<file path="src/rtl/hazard_unit_md.sv">
// Hazard controller: forwarding, load-use stall, branch flush, multi-cycle mul/div hold in Execute.
// Optional macro HAZARD_PERF_EN adds saturating stall/flush cycle counters.
module hazard_unit_md #(
    parameter int REG_AW = 5,
    parameter int MD_LAT = 4,
    parameter int CNT_W  = 32
) (
    input  logic              clk,
    input  logic              rst_n,
    input  logic              RegWriteM,
    input  logic              RegWriteW,
    input  logic              PCSrcE,
    input  logic [1:0]        ResultSrcE,
    input  logic              MulDivE,
    input  logic [REG_AW-1:0] Rs1D,
    input  logic [REG_AW-1:0] Rs2D,
    input  logic [REG_AW-1:0] Rs1E,
    input  logic [REG_AW-1:0] Rs2E,
    input  logic [REG_AW-1:0] RdE,
    input  logic [REG_AW-1:0] RdM,
    input  logic [REG_AW-1:0] RdW,
    output logic              StallF,
    output logic              StallD,
    output logic              StallE,
    output logic              FlushD,
    output logic              FlushE,
    output logic              FlushM,
    output logic [1:0]        ForwardAE,
    output logic [1:0]        ForwardBE,
    output logic              MdBusy,
    output logic              MdDone,
    output logic [CNT_W-1:0]  StallCnt,
    output logic [CNT_W-1:0]  FlushCnt
);

    typedef enum logic {IDLE, BUSY} state_t;

    localparam logic [7:0] MD_INIT = 8'(MD_LAT - 1);

    state_t     state, state_nxt;
    logic [7:0] cnt, cnt_nxt;
    logic       lw_stall, md_stall, md_done;

    always_comb begin
        ForwardAE = 2'b00;
        ForwardBE = 2'b00;
        if (RegWriteM && Rs1E != '0 && Rs1E == RdM)      ForwardAE = 2'b10;
        else if (RegWriteW && Rs1E != '0 && Rs1E == RdW) ForwardAE = 2'b01;
        if (RegWriteM && Rs2E != '0 && Rs2E == RdM)      ForwardBE = 2'b10;
        else if (RegWriteW && Rs2E != '0 && Rs2E == RdW) ForwardBE = 2'b01;
    end

    // A load tagged as mul/div is handled by the mul/div path, not the load-use path.
    assign lw_stall = (ResultSrcE == 2'b01) && !MulDivE && (RdE != '0)
                   && ((Rs1D == RdE) || (Rs2D == RdE));

    always_comb begin
        state_nxt = state;
        cnt_nxt   = cnt;
        md_stall  = 1'b0;
        md_done   = 1'b0;
        if (!rst_n) begin
            state_nxt = IDLE;
            cnt_nxt   = '0;
        end else begin
            case (state)
                IDLE: begin
                    md_stall = MulDivE;
                    if (MulDivE) begin
                        cnt_nxt   = MD_INIT;
                        state_nxt = BUSY;
                    end
                end
                BUSY: begin
                    cnt_nxt  = cnt - 8'd1;
                    md_stall = (cnt != 8'd1);
                    md_done  = (cnt == 8'd1);
                    if (cnt == 8'd1) state_nxt = IDLE;
                end
                default: state_nxt = IDLE;
            endcase
        end
    end

    always_ff @(posedge clk) begin
        if (!rst_n) begin
            state <= IDLE;
            cnt   <= '0;
        end else begin
            state <= state_nxt;
            cnt   <= cnt_nxt;
        end
    end

    // The held op must never be killed, so the mul/div stall masks every flush into E/D.
    assign StallF = lw_stall | md_stall;
    assign StallD = lw_stall | md_stall;
    assign StallE = md_stall;
    assign FlushM = md_stall;
    assign FlushD = PCSrcE & ~md_stall;
    assign FlushE = (PCSrcE | lw_stall) & ~md_stall;
    assign MdBusy = rst_n & (state == BUSY);
    assign MdDone = md_done;

`ifdef HAZARD_PERF_EN
    logic [CNT_W-1:0] stall_cnt, flush_cnt;

    always_ff @(posedge clk) begin
        if (!rst_n) begin
            stall_cnt <= '0;
            flush_cnt <= '0;
        end else begin
            if (StallF && stall_cnt != '1) stall_cnt <= stall_cnt + 1'b1;
            if (FlushE && flush_cnt != '1) flush_cnt <= flush_cnt + 1'b1;
        end
    end

    assign StallCnt = stall_cnt;
    assign FlushCnt = flush_cnt;
`else
    assign StallCnt = '0;
    assign FlushCnt = '0;
`endif

endmodule

</file>
<file path="config.mk">
export PLATFORM = sky130hd
export DESIGN_NAME = hazard_unit_md
export DESIGN_NICKNAME = d
export VERILOG_FILES = /design/src/rtl/hazard_unit_md.sv
export SDC_FILE = /design/constraint.sdc
export NUM_CORES = 1
export LEC_CHECK = 0
export ABC_CLOCK_PERIOD_IN_PS = 1500
export CORE_AREA = 4 4 75 77
export DETAILED_ROUTE_END_ITERATION = 8
export DIE_AREA = 0 0 79 81
export MAX_ROUTING_LAYER = met4
export PLACE_DENSITY = 0.83
export REMOVE_ABC_BUFFERS = 1
export SLEW_MARGIN = 20
export SYNTH_ARGS = -nofsm -noshare
export SYNTH_HDL_FRONTEND = slang
export SYNTH_SLANG_ARGS = --single-unit
</file>
<file path="constraint.sdc">
create_clock -name clk -period 1.5 [get_ports clk]
set_input_delay 0.3 -clock clk [delete_from_list [all_inputs] [get_ports clk]]
set_output_delay 0.3 -clock clk [all_outputs]
set_load 0.02 [all_outputs]
</file>
# Word level (Yosys, flattened, before mapping)
# Index checks and enable logic that the tools add are counted.
word_totals:
  ff_bits: 9
  in_bits: 43
  output_inout_bits: 76
  wordCells: 49
classes:
  addsub: 1
  eq_ne: 10
  muxes: 13
  bitwise_logic: 7
  n_reduce_logical: 16
ops:
  columns: ["cell", "n"]
  rows:
  - ["5-bit == test", 6]
  - ["8-bit case mux with 2 select lines", 1]
  - ["5-bit nonzero test", 3]
  - ["1-bit logical AND", 11]
  - ["8-bit by 1-bit == test with 1-bit output (second input constant)", 1]
  - ["8-bit two-way mux", 1]
  - ["8-bit by 1-bit != test with 1-bit output (second input constant)", 1]
  - ["8-bit by 1-bit subtractor with 8-bit output (second input constant)", 1]
  - ["1-bit two-way mux", 7]
  - ["2-bit two-way mux", 2]
  - ["1-bit case mux with 2 select lines", 2]
  - ["1-bit bitwise AND", 3]
  - ["2-bit by 1-bit == test with 1-bit output (second input constant)", 1]
  - ["2-bit != test (second input constant)", 1]
  - ["1-bit NOT", 2]
  - ["1-bit bitwise OR", 2]
  - ["1-bit logical NOT", 1]
  - ["1-bit logical OR", 1]

# Longest topological paths before layout
# Gate-level depths: netlist of the first run.
logic_depth:
  word_depth: 6
  ltp_mapped: 6

# Worst setup path before layout of the first run
# No wires, ideal clock.
synth_timing:
  path_type: "reg2out"
  from: "register state"
  to: "output port MdDone"
  t_arrival_ns: 1.585
  required_ns: 1.200
  slack_ns: -0.385
  stages_incl_launch_ff: 5
  n_path_buf: 1
  path_cell_list: "dfxtp_1 -> clkbuf_1 -> and2_1 -> nand3b_1 -> nor3b_1"
synth_between:
  elab_chain_len: 2
synth_lines:
  columns: ["element", "line", "source"]
  rows:
  - ["start, declared", "40", "state_t state, state_nxt;"]
  - ["start signal, assigned", "90", "state <= state_nxt;"]
  - ["1-bit two-way mux", "66", "case (state)"]
  - ["1-bit two-way mux", "62", "if (!rst_n) begin"]
  - ["end, declared", "31", "output logic MdDone,"]
# Every way passes these cells.

# Final worst setup path of the first run
layout_timing:
  from: "input port Rs1E[3]"
  to: "output port ForwardAE[0]"
layout_between:
  elab_chain_len: 5
layout_lines:
  columns: ["element", "line", "source"]
  rows:
  - ["start, declared", "17", "input logic [REG_AW-1:0] Rs1E,"]
  - ["5-bit nonzero test", "47, 48", null]
  - ["1-bit logical AND (2 in a row)", "48", "else if (RegWriteW && Rs1E != '0 && Rs1E == RdW) ForwardAE = 2'b01;"]
  - ["1-bit two-way mux", "48", null]
  - ["2-bit two-way mux (*)", "47", "if (RegWriteM && Rs1E != '0 && Rs1E == RdM) ForwardAE = 2'b10;"]
  - ["end, declared", "28", "output logic [1:0] ForwardAE,"]
# Mark *: on every way between the ends. The rest lies on a longest branch, timed or not.

==> results of run 1 <==
-- cells by family after synthesis --
logic type / after synthesis / synth area share
simple gates: 41 / 0.217
buf+inv: 71 / 0.354
fa+ha+maj: 2 / 0.0172
mux: 1 / 0.00775
flops: 9 / 0.124
compound gates: 18 / 0.0844
other cells: 1 / 0.00258
xor+xnor: 32 / 0.193
-- worst register-to-register path: stages (launching register included) --
cell and delay, ns:
dfxtp_2 0.35, buf_6 0.13, or3b_4 0.41, or3_1 0.33
a21oi_2 0.14
-- power by group --
part           leakage [nW]  switching [mW]  total [mW]  internal, mW
registers            0.0753          0.0166       0.279         0.262
logic                 0.975           0.399       0.746         0.347
clock network        0.0228           0.111       0.297         0.186
total                  1.07           0.526        1.32         0.795
-- worst max path at each step --
stage          startpoint           end  slack (ns)  cells after the start
2_1_floorplan       state        FlushE       -0.54                      4
3_3_place_gp      Rs1E[1]  ForwardAE[0]       -1.13                      6
3_5_place_dp      Rs1E[1]  ForwardAE[0]       -1.15                      6
4_1_cts           Rs1E[3]  ForwardAE[0]       -0.52                      7
5_1_grt           Rs1E[3]  ForwardAE[0]       -0.54                      7
6_report          Rs1E[3]  ForwardAE[0]       -0.51                      7
-- sequential cells by signal, indices dropped and copies added, names as in the netlist --
| signal | count |
|---|---|
| cnt | 8 |
| state | 1 |
-- synth_stat cells, types with 2 or more instances --
library cell	n	area share
a211oi_1	2	0.010
a21oi_1	3	0.010
and2_1	2	0.0086
buf_4	66	0.34
dfxtp_1	9	0.12
ha_1	2	0.017
inv_1	4	0.010
nand2_1	4	0.010
nand4_1	4	0.017
nor2_1	5	0.013
nor2_4	2	0.016
nor3_1	5	0.017
nor3b_1	3	0.016
nor4_2	5	0.043
o21ai_0	6	0.021
or3b_1	2	0.012
or4_4	2	0.016
xnor2_1	18	0.11
xor2_1	14	0.084
-- repair_timing --
item                       CTS  global route
buffers inserted             8             4
setup endpoints to repair   12            14
gates resized for setup    159            14
pin swaps                   21            12
hold buffers                 0             0
-- stage by stage --
stage                     worst slack, ns  area [µm²]  power [mW]
after floorplan                    -0.535        1190       0.635
after global placement              -1.13        2070       0.925
after detailed placement            -1.15        2070       0.942
after CTS                          -0.518        2260        1.29
after global routing               -0.540        2330        1.39
final                              -0.507        2330        1.32
-- metal layers --
| layer | routed length [µm] | GRT usage | part of all wire |
|---|---|---|---|
| met5 | 0 | - | 0 |
| met4 | 169 | 0.0704 | 0.043 |
| met3 | 394 | 0.0166 | 0.10 |
| met2 | 2170 | 0.237 | 0.55 |
| met1 | 1220 | 0.102 | 0.31 |
-- final cells by class --
type / instances / area [µm²] / share of cell area
Clock buffer: 4 / 45.0 / 0.0193
Inverter: 4 / 15.0 / 0.00644
Multi-Input combinational cell: 158 / 1140 / 0.491
Sequential cell: 9 / 185 / 0.0794
Tap cell: 70 / 87.6 / 0.0376
Timing Repair Buffer: 98 / 855 / 0.367
==> impl_metrics.ini, run 1 <==
[run_status]
outcome = finished with violations
failed_checks = negative setup slack

[routing]
drtPass1Iterations = 4
wl_per_cell_um = 11.5
dr.first_iter.drc_count = 25
drt-total-wl_mm = 3.96
route.detailed.drc = 0
vias_per_cell = 4.03
ant_nets = 0
vias = 1384

[clock_tree]
clk_path_buf_depth = 2
path_clk_slew_ns = 0.05
cts_root_buf = clkbuf_8
cts_tree = built
htree_levels = 1
cts_sinks = 9
clk_latency_ns = 0.24
cts_buffers = 3

[sta]
period_minus_slack_ns = 2.01
slew_viol_final = 0
whs_ns = 0.500
hold_viol = 0
finalSetupViolCount = 11
setup_ws_ns = -0.507
period_share = 1.34
fmax_ghz = 0.498
rsz0062_at_grt = yes
final.setup.tns_ns = -3.44
clock_skew_ns = 0.00352

[critical_path]
max_stage_delay_ns = 0.54
arrival_ns = 1.71
crit_fanout = 2
r2r_setup_slack_ns = 0.06
critical-path-slowest-cell = or4_4
cp-end-kind = output port
cp_num_buf_inv = 3
worst_setup_path_start_kind = input port
worstSetupPathType = in -> out
reg2reg_from = state
r2r-end = cnt[3]
critPathTopFamily = simple AND/OR/NAND/NOR gates
critPathRequiredTime_ns = 1.20
r2r_cells = 4
path_cells = buf_6 -> or4_4 -> nor2_4 -> nor4_4 -> buf_4 -> nor4_4 -> buf_4

[die]
die_w_um = 79
rows = 26
fp.dieArea_mm2 = 0.00640
die_h_um = 81
io_pins = 119
core_area_mm2 = 0.00501
start_util = 0.290

[power]
vdd_drop_max_v = 0.000249
powerDensity_mw_per_mm2 = 567
p_leak_nw = 1.07

[synthesis]
ys_seq_area_frac = 0.124
syn-instance-count = 175
synth-edff-count = 0
synth_area_mm2 = 0.00145
ys_ff_latch = 9
syn_avg_cell_area_um2 = 8.30
synthFlopType = dfxtp_1
synth_warnings = 0
synth-async-reset-ratio = 0
synthDistinctLibCells = 36

[worst_hold_path]
hp-class = in -> reg
holdPathEnd = state
worstHoldStart = rst_n
holdPathStages = 3

[global_routing]
grt_pass1_wl_mm = 5.78
grt_overflow_total = 0
grt_pass1_vias = 1349
antenna_found_initial = 0
grt_use_total = 0.118
grt_max_degree = 10

[cells_and_area]
final_cell_mix = conb_1 (64), buf_4 (41), buf_6 (20)
area_growth_pct = 60.5
antenna_cells = 0
layout.nets = 319
fin_cells = 343
drive_above_1_share = 0.399
nFillCells = 489
mostFrequentLayoutCell = conb_1
fin_util = 0.465

[flow_run]
maxCapViolations = 0

[placement]
numPortBuffers = 54
dp_hpwl_mm = 3.18
dp.cells = 329
place.gp.congestion = 0.832
Power figures use the tool's default switching activity.
==> inputs of run 2 (changes only) <==
Settings changed: ABC_AREA from default to 1, CORE_AREA 4 4 75 77 to 4 4 76 78, DIE_AREA 0 0 79 81 to 0 0 80 82, PLACE_DENSITY 0.83 to 0.84.
==> run 2 against run 1 <==
Effect of this change:
- the run still ends with negative setup slack left
- synthesized cell count grew 49%
- global-route usage shrank 0.20 points
- clock skew grew 0.00066 ns
- setup slack gained 0.37 ns
- clock power shrank 3%
- sequential cell count is the same
- via count grew 19%
==> impl_metrics.ini, run 2 <==
[run_status]
outcome = finished with violations
failed_checks = negative setup slack

[synthesis]
synth_warnings = 0
synth-async-reset-ratio = 0
synth_top_area_share = 0.324
synth-edff-count = 0
ys_top_cells_by_area = buf_4 (32%), nand2_1 (13%), dfxtp_1 (12%)
synthDistinctLibCells = 28
synthFlopType = dfxtp_1
synth_most_common_cell = buf_4
synth_compound_area_frac = 0.0702
yosys.area_share.simple = 0.324
synth_area_mm2 = 0.00155
ys_ff_latch = 9
syn-instance-count = 260
synthAdderAreaFrac = 0.0161
ys_seq_area_frac = 0.116
synthMuxAreaShare = 0
syn_avg_cell_area_um2 = 5.96
synth-xor-area-share = 0.0452
yosys.area.top_type = buf_4
synth_commonest_cells = buf_4 (67), nand2_1 (55), inv_1 (33), nor2_1 (23)
synth_top_family_by_area = buffers and inverters

[die]
fp.dieArea_mm2 = 0.00656
core_area_mm2 = 0.00507
start_util = 0.305
die_h_um = 82
die_w_um = 80
rows = 26
io_pins = 119

[cells_and_area]
final_cell_mix = conb_1 (64), nand2_1 (50), buf_4 (25)
antenna_cells = 0
fin_util = 0.426
mostFrequentLayoutCell = conb_1
reg_top3 = cnt (8), state (1)
layout.nets = 382
nFillCells = 550
largest_reg_flops = 8
drive_above_1_share = 0.345
area_growth_pct = 39.4
regMostFlops = cnt

[global_routing]
grt_pass1_vias = 1524
grt_max_degree = 7
antenna_found_initial = 0
grt_pass1_wl_mm = 6.04
grt_overflow_total = 0
grt_use_total = 0.116

[clock_tree]
cts_root_buf = clkbuf_8
path_clk_slew_ns = 0.05
cts_sinks = 9
clk_path_buf_depth = 2
cts_tree = built
htree_levels = 1
cts_buffers = 3
postCtsHoldBufs = 0
clk_latency_ns = 0.24

[power]
powerDensity_mw_per_mm2 = 573
clockPowerShare = 0.233
switching_share = 0.428
p_comb_frac = 0.542
vdd_drop_max_v = 0.000499
p_leak_nw = 1.20
seqPwrFrac = 0.225
cell_internal_pwr_mw = 0.708
power_switching_mw = 0.530

[sta]
whs_ns = 0.481
rsz0062_at_grt = yes
period_minus_slack_ns = 1.63
slew_viol_final = 0
hold_viol = 0
period_share = 1.09
setup_ws_ns = -0.134
finalSetupViolCount = 7
clock_skew_ns = 0.00418
fmax_ghz = 0.612

[critical_path]
worstSetupPathType = reg -> out
worst_setup_path_start_kind = flip-flop
crit_fanout = 5
arrival_ns = 1.33
max_stage_delay_ns = 0.33
cp-end-kind = output port
critPathRequiredTime_ns = 1.20
path_cells = nor2_4 -> inv_2 -> nor2_4 -> nand3_2 -> nand3_4 -> nand3_2 -> nand2_2 -> buf_6
critical-path-slowest-cell = dfxtp_2
critPathTopFamily = simple AND/OR/NAND/NOR gates
cp_num_buf_inv = 2

[routing]
vias = 1642
route.detailed.drc = 0
drtPass1Iterations = 4
vias_per_cell = 4.04
wl_per_cell_um = 9.67
dr.first_iter.drc_count = 35
ant_nets = 0
drt-total-wl_mm = 3.92

[placement]
dp_hpwl_mm = 3.28
dp_slack_ns = -0.846
place.gp.congestion = 0.928
numPortBuffers = 54

[worst_hold_path]
hp-class = reg -> reg

[flow_run]
maxCapViolations = 0
## run 2: repair_timing
| action | CTS | global route |
|---|---|---|
| setup endpoints to repair | 12 | 17 |
| setup buffers | 5 | 2 |
| pin swaps | 36 | 33 |
| resized for setup | 161 | 58 |
## run 2: logic make-up (layout without fill, tap and decap cells)
kind of cell | Yosys count | after routing
and+or+nand+nor | 111 | 111
AOI/OAI and AO/OA | 20 | 20
DFF | 9 | 9
adders and majority gates | 2 | 2
xor gates and xnor gates | 8 | 8
other | 1 | 64
buffers and inverters | 109 | 122
## run 2: layer usage
layer	GRT usage	part of all wire	vias to the layer above
met5	-	0	-
met4	0.0321	0.021	0
met3	0.0230	0.11	12
met2	0.230	0.52	96
met1	0.113	0.35	713
li1	-	-	821
## run 2: layout make-up
| class | instances | area (µm²) | share of cell area |
|---|---|---|---|
| Multi-Input combinational cell | 205 | 1080 | 0.502 |
| Timing Repair Buffer | 76 | 601 | 0.278 |
| Clock buffer | 4 | 45.0 | 0.0208 |
| Tap cell | 70 | 87.6 | 0.0405 |
| Inverter | 42 | 158 | 0.0730 |
| Sequential cell | 9 | 185 | 0.0857 |
## run 2: through the flow
step	setup TNS [ns]	cells	total power [mW]	cell area, µm²
2_1_floorplan	0	256	0.635	1280
3_3_place_gp	-7.87	397	0.887	2040
3_5_place_dp	-8.07	397	0.897	2040
4_1_cts	-0.767	406	1.21	2150
5_1_grt	-1.24	406	1.33	2160
6_report	-0.600	406	1.24	2160
## run 2: final timing paths
| check | start | to | slack, ns | depth (start not counted) |
|---|---|---|---|---|
| max | cnt[2] | FlushE | -0.13 | 8 |
| min | cnt[6] | cnt[6] | 0.48 | 2 |
| max reg2reg | cnt[1] | cnt[4] | 0.18 | 9 |
| min reg2reg | cnt[6] | cnt[6] | 0.48 | 2 |
## run 2: power by group through the flow
| stage | logic, mW | clock network (mW) | registers (mW) |
|---|---|---|---|
| 2_1_floorplan | 0.356 | 0 | 0.279 |
| 3_3_place_gp | 0.612 | 0 | 0.275 |
| 3_5_place_dp | 0.621 | 0 | 0.277 |
| 4_1_cts | 0.645 | 0.298 | 0.272 |
| 5_1_grt | 0.737 | 0.309 | 0.280 |
| 6_report | 0.671 | 0.289 | 0.278 |
## run 2: worst reg2reg max path, stage by stage (launching register included)
cell and delay [ns]:
dfxtp_2 0.31, inv_2 0.06, buf_4 0.10, buf_4 0.09
buf_4 0.12, ha_4 0.14, nand2_4 0.05, o21ai_1 0.11
o21ai_1 0.08, and2_1 0.14
